===== config.mk =====
export PLATFORM = sky130hd
export DESIGN_NAME = uart_host_bridge
export DESIGN_NICKNAME = d
export VERILOG_FILES = /design/src/rtl/uart_host_bridge.sv
export SDC_FILE = /design/constraint.sdc
export NUM_CORES = 1
export LEC_CHECK = 0
export ABC_AREA = 1
export ABC_CLOCK_PERIOD_IN_PS = 1950
export CORE_AREA = 2 2 56 58
export CTS_CLUSTER_SIZE = 12
export DETAILED_ROUTE_END_ITERATION = 7
export DIE_AREA = 0 0 58 60
export DONT_BUFFER_PORTS = 1
export PLACE_DENSITY = 0.72
export SLEW_MARGIN = 30
export SYNTH_ARGS = -nofsm -noshare
export SYNTH_HDL_FRONTEND = slang
export SYNTH_SLANG_ARGS = --single-unit
export TNS_END_PERCENT = 5

===== constraint.sdc =====
create_clock -name clk_i -period 1.95 [get_ports clk_i]
set_clock_uncertainty 0.05 [all_clocks]
set_input_delay 0.2925 -clock clk_i [delete_from_list [all_inputs] [get_ports clk_i]]
set_output_delay 0.2925 -clock clk_i [all_outputs]
set_load 0.02 [all_outputs]

===== src/rtl/uart_host_bridge.sv =====
// Host bus master: turns a valid/ready request stream into timed UART register cycles and returns a response stream.
// Latency: request accept to rsp_valid_o is 1+1+HOLD_CYCLES+RECOVER_CYCLES cycles; irq_o lags ireq_n_i by one cycle.
// Backpressure: one transaction in flight; req_ready_o stays low until the response is taken and any acknowledge is done.
module uart_host_bridge #(
    parameter int HOLD_CYCLES    = 3,
    parameter int RECOVER_CYCLES = 1
) (
    input  logic       clk_i,
    input  logic       rst_n_i,
    input  logic       req_valid_i,
    output logic       req_ready_o,
    input  logic       req_write_i,
    input  logic [2:0] req_addr_i,
    input  logic [7:0] req_wdata_i,
    output logic       rsp_valid_o,
    input  logic       rsp_ready_i,
    output logic [7:0] rsp_rdata_o,
    output logic       rsp_write_o,
    input  logic       iack_req_i,
    output logic       iack_done_o,
    output logic       irq_o,
    output logic       chip_sel_n_o,
    output logic [2:0] address_o,
    output logic       read_write_o,
    output logic [7:0] data_o,
    input  logic [7:0] data_i,
    output logic       iack_o,
    input  logic       ireq_n_i
);

    localparam logic [3:0] HOLD_LOAD = 4'(HOLD_CYCLES - 1);
    localparam logic [3:0] REC_LOAD  = 4'(RECOVER_CYCLES - 1);

    typedef enum logic [2:0] {
        IDLE,
        SETUP,
        STROBE,
        ACK_STROBE,
        RECOVER,
        RESP
    } state_t;

    state_t     r_state;
    logic       r_cs_n;
    logic [2:0] r_addr;
    logic       r_rw;
    logic [7:0] r_data;
    logic       r_iack;
    logic       r_rsp_valid;
    logic [7:0] r_rsp_rdata;
    logic       r_rsp_write;
    logic       r_iack_done;
    logic       r_irq;
    logic       r_iack_pend;
    logic [3:0] r_cnt;
    logic       r_is_write;
    logic       r_is_ack;

    logic       w_req_ready;
    logic       w_accept;

    // A same-cycle acknowledge request blocks acceptance so the acknowledge is served first.
    assign w_req_ready = (r_state == IDLE) & ~r_iack_pend & ~r_rsp_valid & ~iack_req_i;
    assign w_accept    = req_valid_i & w_req_ready;

    always_ff @(posedge clk_i or negedge rst_n_i) begin
        if (!rst_n_i) begin
            r_state     <= IDLE;
            r_cs_n      <= 1'b1;
            r_addr      <= 3'd0;
            r_rw        <= 1'b1;
            r_data      <= 8'd0;
            r_iack      <= 1'b0;
            r_rsp_valid <= 1'b0;
            r_rsp_rdata <= 8'd0;
            r_rsp_write <= 1'b0;
            r_iack_done <= 1'b0;
            r_irq       <= 1'b0;
            r_iack_pend <= 1'b0;
            r_cnt       <= 4'd0;
            r_is_write  <= 1'b0;
            r_is_ack    <= 1'b0;
        end else begin
            r_irq       <= ~ireq_n_i;
            r_iack_done <= 1'b0;
            if (iack_req_i) begin
                r_iack_pend <= 1'b1;
            end

            case (r_state)
                IDLE: begin
                    if (r_iack_pend) begin
                        // Requests arriving on the entry edge merge into this acknowledge.
                        r_iack_pend <= 1'b0;
                        r_iack      <= 1'b1;
                        r_is_ack    <= 1'b1;
                        r_cnt       <= HOLD_LOAD;
                        r_state     <= ACK_STROBE;
                    end else if (w_accept) begin
                        r_addr      <= req_addr_i;
                        r_rw        <= ~req_write_i;
                        r_data      <= req_write_i ? req_wdata_i : 8'd0;
                        r_is_write  <= req_write_i;
                        r_is_ack    <= 1'b0;
                        r_rsp_rdata <= 8'd0;
                        r_state     <= SETUP;
                    end
                end

                SETUP: begin
                    r_cs_n  <= 1'b0;
                    r_cnt   <= HOLD_LOAD;
                    r_state <= STROBE;
                end

                STROBE: begin
                    if (r_cnt == 4'd0) begin
                        if (!r_is_write) begin
                            r_rsp_rdata <= data_i;
                        end
                        r_cs_n  <= 1'b1;
                        r_rw    <= 1'b1;
                        r_data  <= 8'd0;
                        r_cnt   <= REC_LOAD;
                        r_state <= RECOVER;
                    end else begin
                        r_cnt <= r_cnt - 4'd1;
                    end
                end

                ACK_STROBE: begin
                    if (r_cnt == 4'd0) begin
                        r_iack      <= 1'b0;
                        r_iack_done <= 1'b1;
                        r_cnt       <= REC_LOAD;
                        r_state     <= RECOVER;
                    end else begin
                        r_cnt <= r_cnt - 4'd1;
                    end
                end

                RECOVER: begin
                    if (r_cnt == 4'd0) begin
                        if (r_is_ack) begin
                            r_state <= IDLE;
                        end else begin
                            r_rsp_valid <= 1'b1;
                            r_rsp_write <= r_is_write;
                            r_state     <= RESP;
                        end
                    end else begin
                        r_cnt <= r_cnt - 4'd1;
                    end
                end

                RESP: begin
                    if (rsp_ready_i) begin
                        r_rsp_valid <= 1'b0;
                        r_state     <= IDLE;
                    end
                end

                default: r_state <= IDLE;
            endcase
        end
    end

    assign req_ready_o  = w_req_ready;
    assign rsp_valid_o  = r_rsp_valid;
    assign rsp_rdata_o  = r_rsp_rdata;
    assign rsp_write_o  = r_rsp_write;
    assign iack_done_o  = r_iack_done;
    assign irq_o        = r_irq;
    assign chip_sel_n_o = r_cs_n;
    assign address_o    = r_addr;
    assign read_write_o = r_rw;
    assign data_o       = r_data;
    assign iack_o       = r_iack;

endmodule


* Yosys cells after proc, flatten, opt, wreduce, memory -nomap -nowiden
Index checks and enable logic that the tools add are counted.
** Word-level totals
- Input bits :: 26
- Logic and storage cells :: 102
- Register bits after elaboration :: 36
- Output and inout bits :: 27
** Operators by class
- Eq/ne operators :: 17
- Bitwise logic cells :: 10
- Multiplexer cells :: 40
- $add $sub $neg :: 1
- Reductions and logical operators :: 19
** Operator list (count)
- $mux 8 :: 8
- $pmux 8 s2 :: 2
- $ne 2x2->1 const B :: 10
- $mux 3 :: 6
- $pmux 4 s4 :: 1
- $mux 1 :: 15
- $pmux 3 s5 :: 1
- $mux 4 :: 3
- $reduce_and 3->1 :: 4
- $reduce_and 4->1 :: 3
- $reduce_bool 2->1 :: 5
- $pmux 1 s2 :: 4
- $eq 3x2->1 const B :: 2
- $eq 3x3->1 const B :: 2
- $not 1->1 :: 6
- $reduce_and 5->1 :: 1
- $and 1x1->1 :: 4
- $logic_not 4->1 :: 1
- $reduce_and 2->1 :: 2
- $reduce_bool 4->1 :: 1
- $sub 4x1->4 const B :: 1
- $eq 3x1->1 const B :: 1
- $logic_not 3->1 :: 1
- $ne 3x3->1 const B :: 1
- other kinds (2) :: 2

* Logic depth before layout (Yosys ltp)
Gate-level depths: netlist of the first run.
- Word-level depth :: 8
- Depth in mapped cells :: 9
- Gate-level depth less buffers :: 9

* Worst setup path before layout of the first run
No wires, ideal clock.
- Path kind :: register to register
- Start point :: register r_rsp_valid (netlist: rsp_valid_o)
- End point :: register r_rsp_rdata[0] (netlist: rsp_rdata_o[0])
- Clock period less this slack :: 1435 ps
- Path slack :: 515 ps
- Stages on the path, launching flop included :: 7
- Data required time :: 1779 ps
- Arrival :: 1263 ps
- Buffers on the path :: 1
- Setup time :: 121 ps
- Cell sequence :: dfrtp_1 nand3b_1 nor2_8 nand2_4 buf_6 nand3_1 o21ai_1
** Between the ends
- Word-level cells in the longest chain between the ends :: 6
** Ends and longest elaborated chain
- start, declared :: line 49 : logic r_rsp_valid;
- start signal, assigned :: line 74 : r_rsp_valid <= 1'b0;
- start signal, assigned :: line 147 : r_rsp_valid <= 1'b1;
- start signal, assigned :: line 158 : r_rsp_valid <= 1'b0;
- $not 1->1 :: line 63 : assign w_req_ready = (r_state == IDLE) & ~r_iack_pend & ~r_rsp_valid & ~iack_req_i;
- $and 1x1->1 (2 in series) :: line 63
- net req_ready_o :: line 11 : output logic req_ready_o,
- $and 1x1->1 :: line 64 : assign w_accept = req_valid_i & w_req_ready;
- $ne 2x2->1 (no line)
- $reduce_and 5->1 (no line)
- end signal, assigned :: line 119 : r_rsp_rdata <= data_i;
- end, declared :: line 50 : logic [7:0] r_rsp_rdata;
The timed path passes the listed nets, and every way through them passes these cells.
A chain may end at the register's enable or synchronous reset.

* Final worst setup path of the first run
- Start point :: register r_rsp_valid (netlist: rsp_valid_o)
- End point :: output port req_ready_o
** Between the ends
- Word-level cells in the longest chain between the ends :: 3
** Ends and longest elaborated chain (line)
- $not 1->1 :: 63
- $and 1x1->1 (2 in series) :: 63
- end, declared :: 11
No other way between the ends.

==> results of run 1 <==
[timing repair]
action | CTS | global route
hold endpoints to repair | 37 | 0
resized for setup | 0 | 0
hold buffers | 3 | 0
[power groups by stage]
stage | Sequential, mW | Clock [mW] | Combinational, mW
after global placement | 1.58 | 0 | 0.976
final | 1.56 | 0.579 | 1.05
after CTS | 1.57 | 0.588 | 1.06
after detailed placement | 1.59 | 0 | 1.03
after global routing | 1.61 | 0.619 | 1.23
after floorplan | 1.51 | 0 | 0.885
[final cells by class]
cell class	instances	area, um^2	share of cell area, %
Multi-Input combinational cell	113	634	34.4
Tap cell	33	41.3	2.24
Timing Repair Buffer	3	40.0	2.17
Clock buffer	7	65.1	3.53
Sequential cell	36	903	48.9
Inverter	35	131	7.12
Clock inverter	1	30.0	1.63
[state kept, by name, summed over array words and instances (netlist names)]
name	cells
iack_done_o	1
irq_o	1
data_o	8
iack_o	1
address_o	3
rsp_write_o	1
rsp_valid_o	1
r_is_write	1
r_iack_pend	1
r_is_ack	1
r_cnt	4
read_write_o	1
r_state	3
chip_sel_n_o	1
rsp_rdata_o	8
[routing by layer]
| metal | share of wire [%] | vias to the layer above | track usage, % | wire length (um) |
|---|---|---|---|---|
| met5 | 0 | - | 0 | 0 |
| li1 | - | 604 | - | - |
| met2 | 51 | 36 | 34.6 | 1590 |
| met4 | 1.5 | 0 | 7.64 | 47 |
| met1 | 41 | 570 | 24.3 | 1260 |
| met3 | 6.6 | 6 | 8.66 | 204 |
[Yosys cell counts]
library cell	count	share of area [%]
nand4_1	1	0.37
nor2_1	7	1.5
nand2_2	2	0.73
nand3_1	27	7.9
nor2_4	3	2.0
a21oi_2	2	1.0
nand2_4	3	2.0
nand4_4	1	1.2
inv_1	32	7.1
nor2_2	2	0.73
nand3_2	2	1.2
o21a_1	1	0.44
dfrtp_1	34	50
inv_2	3	0.66
o21ai_0	3	0.88
nor2_8	1	1.2
or2_4	1	0.51
o21ai_1	17	5.0
buf_6	3	2.0
nand2_1	31	6.8
nand3b_1	1	0.44
ha_1	2	1.5
a21oi_1	3	0.88
dfstp_2	2	3.1
nor3_1	3	0.88
[worst paths after layout]
kind                                  end  slack [ns]         from  depth (start not counted)
setup / recovery              req_ready_o        0.27  rsp_valid_o                          2
hold / removal             rsp_rdata_o[7]        0.01    data_i[7]                          2
setup reg to reg               r_state[0]        0.27  rsp_valid_o                          7
hold reg to reg                  r_is_ack        0.44     r_is_ack                          2
max in group asynchronous    chip_sel_n_o        1.25      rst_n_i                          2
min in group asynchronous        r_cnt[1]        0.34      rst_n_i                          2
[kinds of logic (layout without fill, tap and decap cells)]
family | Yosys count | after routing | synth area share (%)
flip-flops | 36 | 36 | 53.0
adder cells (fa/ha/maj) | 2 | 2 | 1.47
buffers and inverters | 38 | 46 | 9.70
AO/OA/AOI/OAI | 26 | 26 | 8.23
AND/OR/NAND/NOR | 85 | 85 | 27.6
[cell usage in the layout (no fill, tap or decap), types with 3 or more instances in the layout]
master,n
dfrtp_1,34
inv_1,32
nand2_1,31
nand3_1,27
o21ai_1,17
nor2_1,7
clkbuf_4,5
nor2_4,3
inv_2,3
nand2_4,3
a21oi_1,3
nor3_1,3
o21ai_0,3
[worst reg2reg max path, delay by kind of cell (launching register included)]
family	cells	cell delay, ns
flip-flops	1	0.48
AND/OR/NAND/NOR	7	1.05
==> flow_summary.json, run 1 <==
{
  "path_class": "reg -> out",
  "die_area_mm2": 0.00348,
  "chipWidth_um": 58,
  "slew_headroom_pct": 82.0,
  "dp_hpwl_um": 2340,
  "vias": 1216,
  "seq_power_share_pct": 49.0,
  "crit_path_max_fanout": 6,
  "num_rows": 20,
  "worstPathArrival_ns": 1.34,
  "place_ws_ns": 0.289,
  "grt_util_all_layers_pct": 20.8,
  "drt_first_iter_violations": 31,
  "cts_buffer_depth": 2,
  "grt_max_degree": 37,
  "end_kind": "primary output",
  "ys_types": 25,
  "maxCapViolCount": 0,
  "finalCriticalPeriod_ns": 1.68,
  "avgSynthCellArea_um2": 9.11,
  "final_core_util_pct": 63.6,
  "hold_ws_ns": 0.0139,
  "fillers": 263,
  "switching_power_mw": 1.41,
  "grt_overflow": 0,
  "p_leak_nw": 0.999,
  "total_power_mw": 3.19,
  "synth_nets": 215,
  "boundaryPins": 53,
  "start_kind": "flop",
  "holdCritPathClass": "in -> reg",
  "cp_top_family": "simple AND/OR/NAND/NOR gates",
  "cts_tree": "yes",
  "antennaDiodeCount": 0,
  "worst_slew_pin_slew_ns": 0.271,
  "cts_buffers": 5,
  "ant_nets": 0,
  "drive_gt1_share_pct": 15.9,
  "clkPwrFrac_pct": 18.1,
  "setup_viol_count_final": 0,
  "dp.cells": 217,
  "grt_pass1_vias": 1221,
  "syn_inst": 187,
  "root_buffer": "clkbuf_4",
  "p_comb_share_pct": 32.9,
  "instances_no_fill": 228,
  "clk_pin_slew_ns": 0.10,
  "sw_frac_of_total_pct": 44.2,
  "syn-cell-area_mm2": 0.00170,
  "io_buffers": 0,
  "cts.sinks": 36,
  "die_h_um": 60,
  "critPathSlowestCell": "dfrtp_1",
  "nets": 222,
  "finalWirelength_um": 3100,
  "htreeDepth": 2,
  "cpPeakStageDelay_ns": 0.48,
  "clk_latency_ns": 0.34,
  "grt_pass1_wl_um": 5280,
  "fmax_mhz": 594,
  "rsz0062_at_grt": "no",
  "required_ns": 1.61,
  "synth_seq_area_share_pct": 53.0,
  "yosys_register_bits": 36,
  "core_area_mm2": 0.00290,
  "setup_ws_ns": 0.266,
  "antenna_found_initial": 0,
  "drc_errors": 0,
  "crit_chain": "nand3b_1 > nor2_8",
  "area_growth_pct": 8.38,
  "finalInstanceArea_mm2": 0.00185,
  "p_per_area_mw_per_mm2": 1730,
  "place.gp.congestion": 0.772,
  "vdd_drop_max_mv": 1.18,
  "vias_per_cell": 5.33,
  "post_cts_buffers": 0,
  "outcome": "finished clean",
  "tns_ns": 0,
  "post_drt_wl_per_cell_um": 13.6,
  "timing.critical_path.buf_inv": 0,
  "placed_area_mm2": 0.00171,
  "slew_viol_final": 0,
  "initial_core_util_pct": 58.7,
  "finalHoldViolations": 0,
  "internal_power_mw": 1.78,
  "dr.pass1.iters": 4,
  "yosys_warnings": 0,
  "final.period_utilization_pct": 86.4
}
No activity file was read; power rests on OpenSTA's default activity.
==> inputs of run 2 (changes only) <==
Settings changed: ABC_CLOCK_PERIOD_IN_PS 1950 to 2000, CORE_AREA 2 2 56 58 to 2 2 62 64, DIE_AREA 0 0 58 60 to 0 0 64 66, PLACE_DENSITY 0.72 to 0.6.
Clock period 1.95 ns to 2 ns, I/O delays scaled along.
==> run 2 against run 1 <==
Compared with the run above: global-route usage is 2.6 points lower; critical path depth stayed put; sequential share of layout area grew 0.20 points; first-iteration DRC count rose by 150%; register-to-register slack gained 0.07 ns; critical path type unchanged; non-clock buffer count unchanged; largest power group unchanged; critical endpoint unchanged; cell area shrank 0.41%; largest cell class unchanged.
==> flow_summary.json, run 2 (synthesis results as in run 1) <==
{
  "final.period_utilization_pct": 84.3,
  "die_h_um": 66,
  "die_area_mm2": 0.00422,
  "cts_tree": "yes",
  "ctsResizeCount": 0,
  "fillers": 340,
  "dp_hpwl_um": 2430,
  "post_drt_wl_per_cell_um": 13.6,
  "antenna_found_initial": 0,
  "clk_latency_ns": 0.34,
  "final_common_cell": "dfrtp_1",
  "p_leak_nw": 0.986,
  "drt_first_iter_violations": 76,
  "grt_pass1_wl_um": 5860,
  "fmax_mhz": 593,
  "worst_slew_pin_slew_ns": 0.278,
  "grt_pass1_vias": 1258,
  "crit_path_max_fanout": 6,
  "dp.cells": 232,
  "num_rows": 22,
  "required_ns": 1.65,
  "htreeDepth": 2,
  "slew_headroom_pct": 81.3,
  "dr.pass1.iters": 4,
  "start_kind": "flop",
  "antennaDiodeCount": 0,
  "core_area_mm2": 0.00355,
  "vias_per_cell": 5.05,
  "p_per_area_mw_per_mm2": 1630,
  "cts_buffers": 5,
  "worstPathArrival_ns": 1.34,
  "finalWirelength_um": 3310,
  "cpPeakStageDelay_ns": 0.48,
  "path_class": "reg -> out",
  "whs_path_depth": 2,
  "area_growth_pct": 7.94,
  "root_buffer": "clkbuf_4",
  "drc_errors": 0,
  "rr_worst_depth": 7,
  "clk_pin_slew_ns": 0.11,
  "final_cell_mix": "dfrtp_1, inv_1, nand2_1, nand3_1, o21ai_1",
  "crit_chain": "nand3b_1 > nor2_8",
  "cts.sinks": 36,
  "vias": 1226,
  "io_buffers": 0,
  "holdCritPathClass": "in -> reg",
  "vdd_drop_max_mv": 0.627,
  "grt_max_degree": 37,
  "ant_nets": 0,
  "finalHoldViolations": 0,
  "boundaryPins": 53,
  "setup_viol_count_final": 0,
  "tns_ns": 0,
  "finalCriticalPeriod_ns": 1.69,
  "drive_gt1_share_pct": 15.4,
  "critPathSlowestCell": "dfrtp_1",
  "outcome": "finished clean",
  "instances_no_fill": 243,
  "nets": 222,
  "rsz0062_at_grt": "no",
  "initial_core_util_pct": 48.0,
  "grt_util_all_layers_pct": 18.2,
  "slew_viol_final": 0,
  "place.gp.congestion": 0.798,
  "chipWidth_um": 64,
  "grt_overflow": 0,
  "end_kind": "primary output",
  "maxCapViolCount": 0,
  "cts_buffer_depth": 2
}
run 2: cell count changes in the layout (fill, tap and decap cells not counted), sizes merged:
cell    delta
clkbuf     +1
bufinv     -1
run 2: final timing paths:
check	slack (ns)	end	from
setup / recovery	0.31	req_ready_o	rsp_valid_o
hold / removal	0.03	rsp_rdata_o[5]	data_i[5]
setup reg to reg	0.34	r_state[0]	rsp_valid_o
hold reg to reg	0.43	r_is_write	r_is_write
max in group asynchronous	1.28	chip_sel_n_o	rst_n_i
min in group asynchronous	0.37	r_is_ack	rst_n_i
run 2: cell type report:
class | count | area, um^2 | share of cell area, %
inverters | 35 | 131 | 7.15
multi-input cells | 113 | 634 | 34.5
repair buffers | 3 | 40.0 | 2.18
well taps | 48 | 60.1 | 3.27
clock buffers | 8 | 68.8 | 3.74
flip-flops and latches | 36 | 903 | 49.1
run 2: power by group:
| part | leakage [nW] | switching (mW) | internal (mW) | total [mW] |
|---|---|---|---|---|
| Clock | 0.0386 | 0.230 | 0.207 | 0.437 |
| Combinational | 0.495 | 0.655 | 0.370 | 1.02 |
| Sequential | 0.452 | 0.493 | 1.03 | 1.53 |
run 2: per-stage QoR:
| step | setup WS, ns | hold WS [ns] | power (mW) | cell area [um^2] | util (%) |
|---|---|---|---|---|---|
| final | 0.314 | 0.0251 | 2.99 | 1840 | 51.8 |
| after global routing | 0.214 | 0.00416 | 3.27 | 1840 | 51.8 |
| after CTS | 0.298 | 0.00966 | 3.02 | 1840 | 51.8 |
| after detailed placement | 0.350 | -0.0444 | 2.56 | 1730 | 48.7 |
| after global placement | 0.407 | -0.0444 | 2.50 | 1730 | 48.7 |
| after floorplan | 0.565 | -0.0456 | 2.34 | 1700 | - |
run 2: what timing repair did:
item                      CTS  global route
hold buffers                3             0
setup buffers               0             0
hold endpoints to repair   37             0
run 2: worst max-delay path, delay by kind of cell, from the launching register on:
family,cells,cell delay [ns]
and+or+nand+nor,2,0.52
DFF,1,0.48
run 2: metal layers:
| layer | track usage [%] | wire [um] | vias up | share of wire (%) |
|---|---|---|---|---|
| met2 | 30.3 | 1610 | 31 | 49 |
| li1 | - | - | 609 | - |
| met4 | 7.07 | 54 | 0 | 1.6 |
| met1 | 22.0 | 1470 | 580 | 45 |
| met3 | 5.79 | 167 | 6 | 5.0 |
| met5 | 0 | 0 | - | 0 |
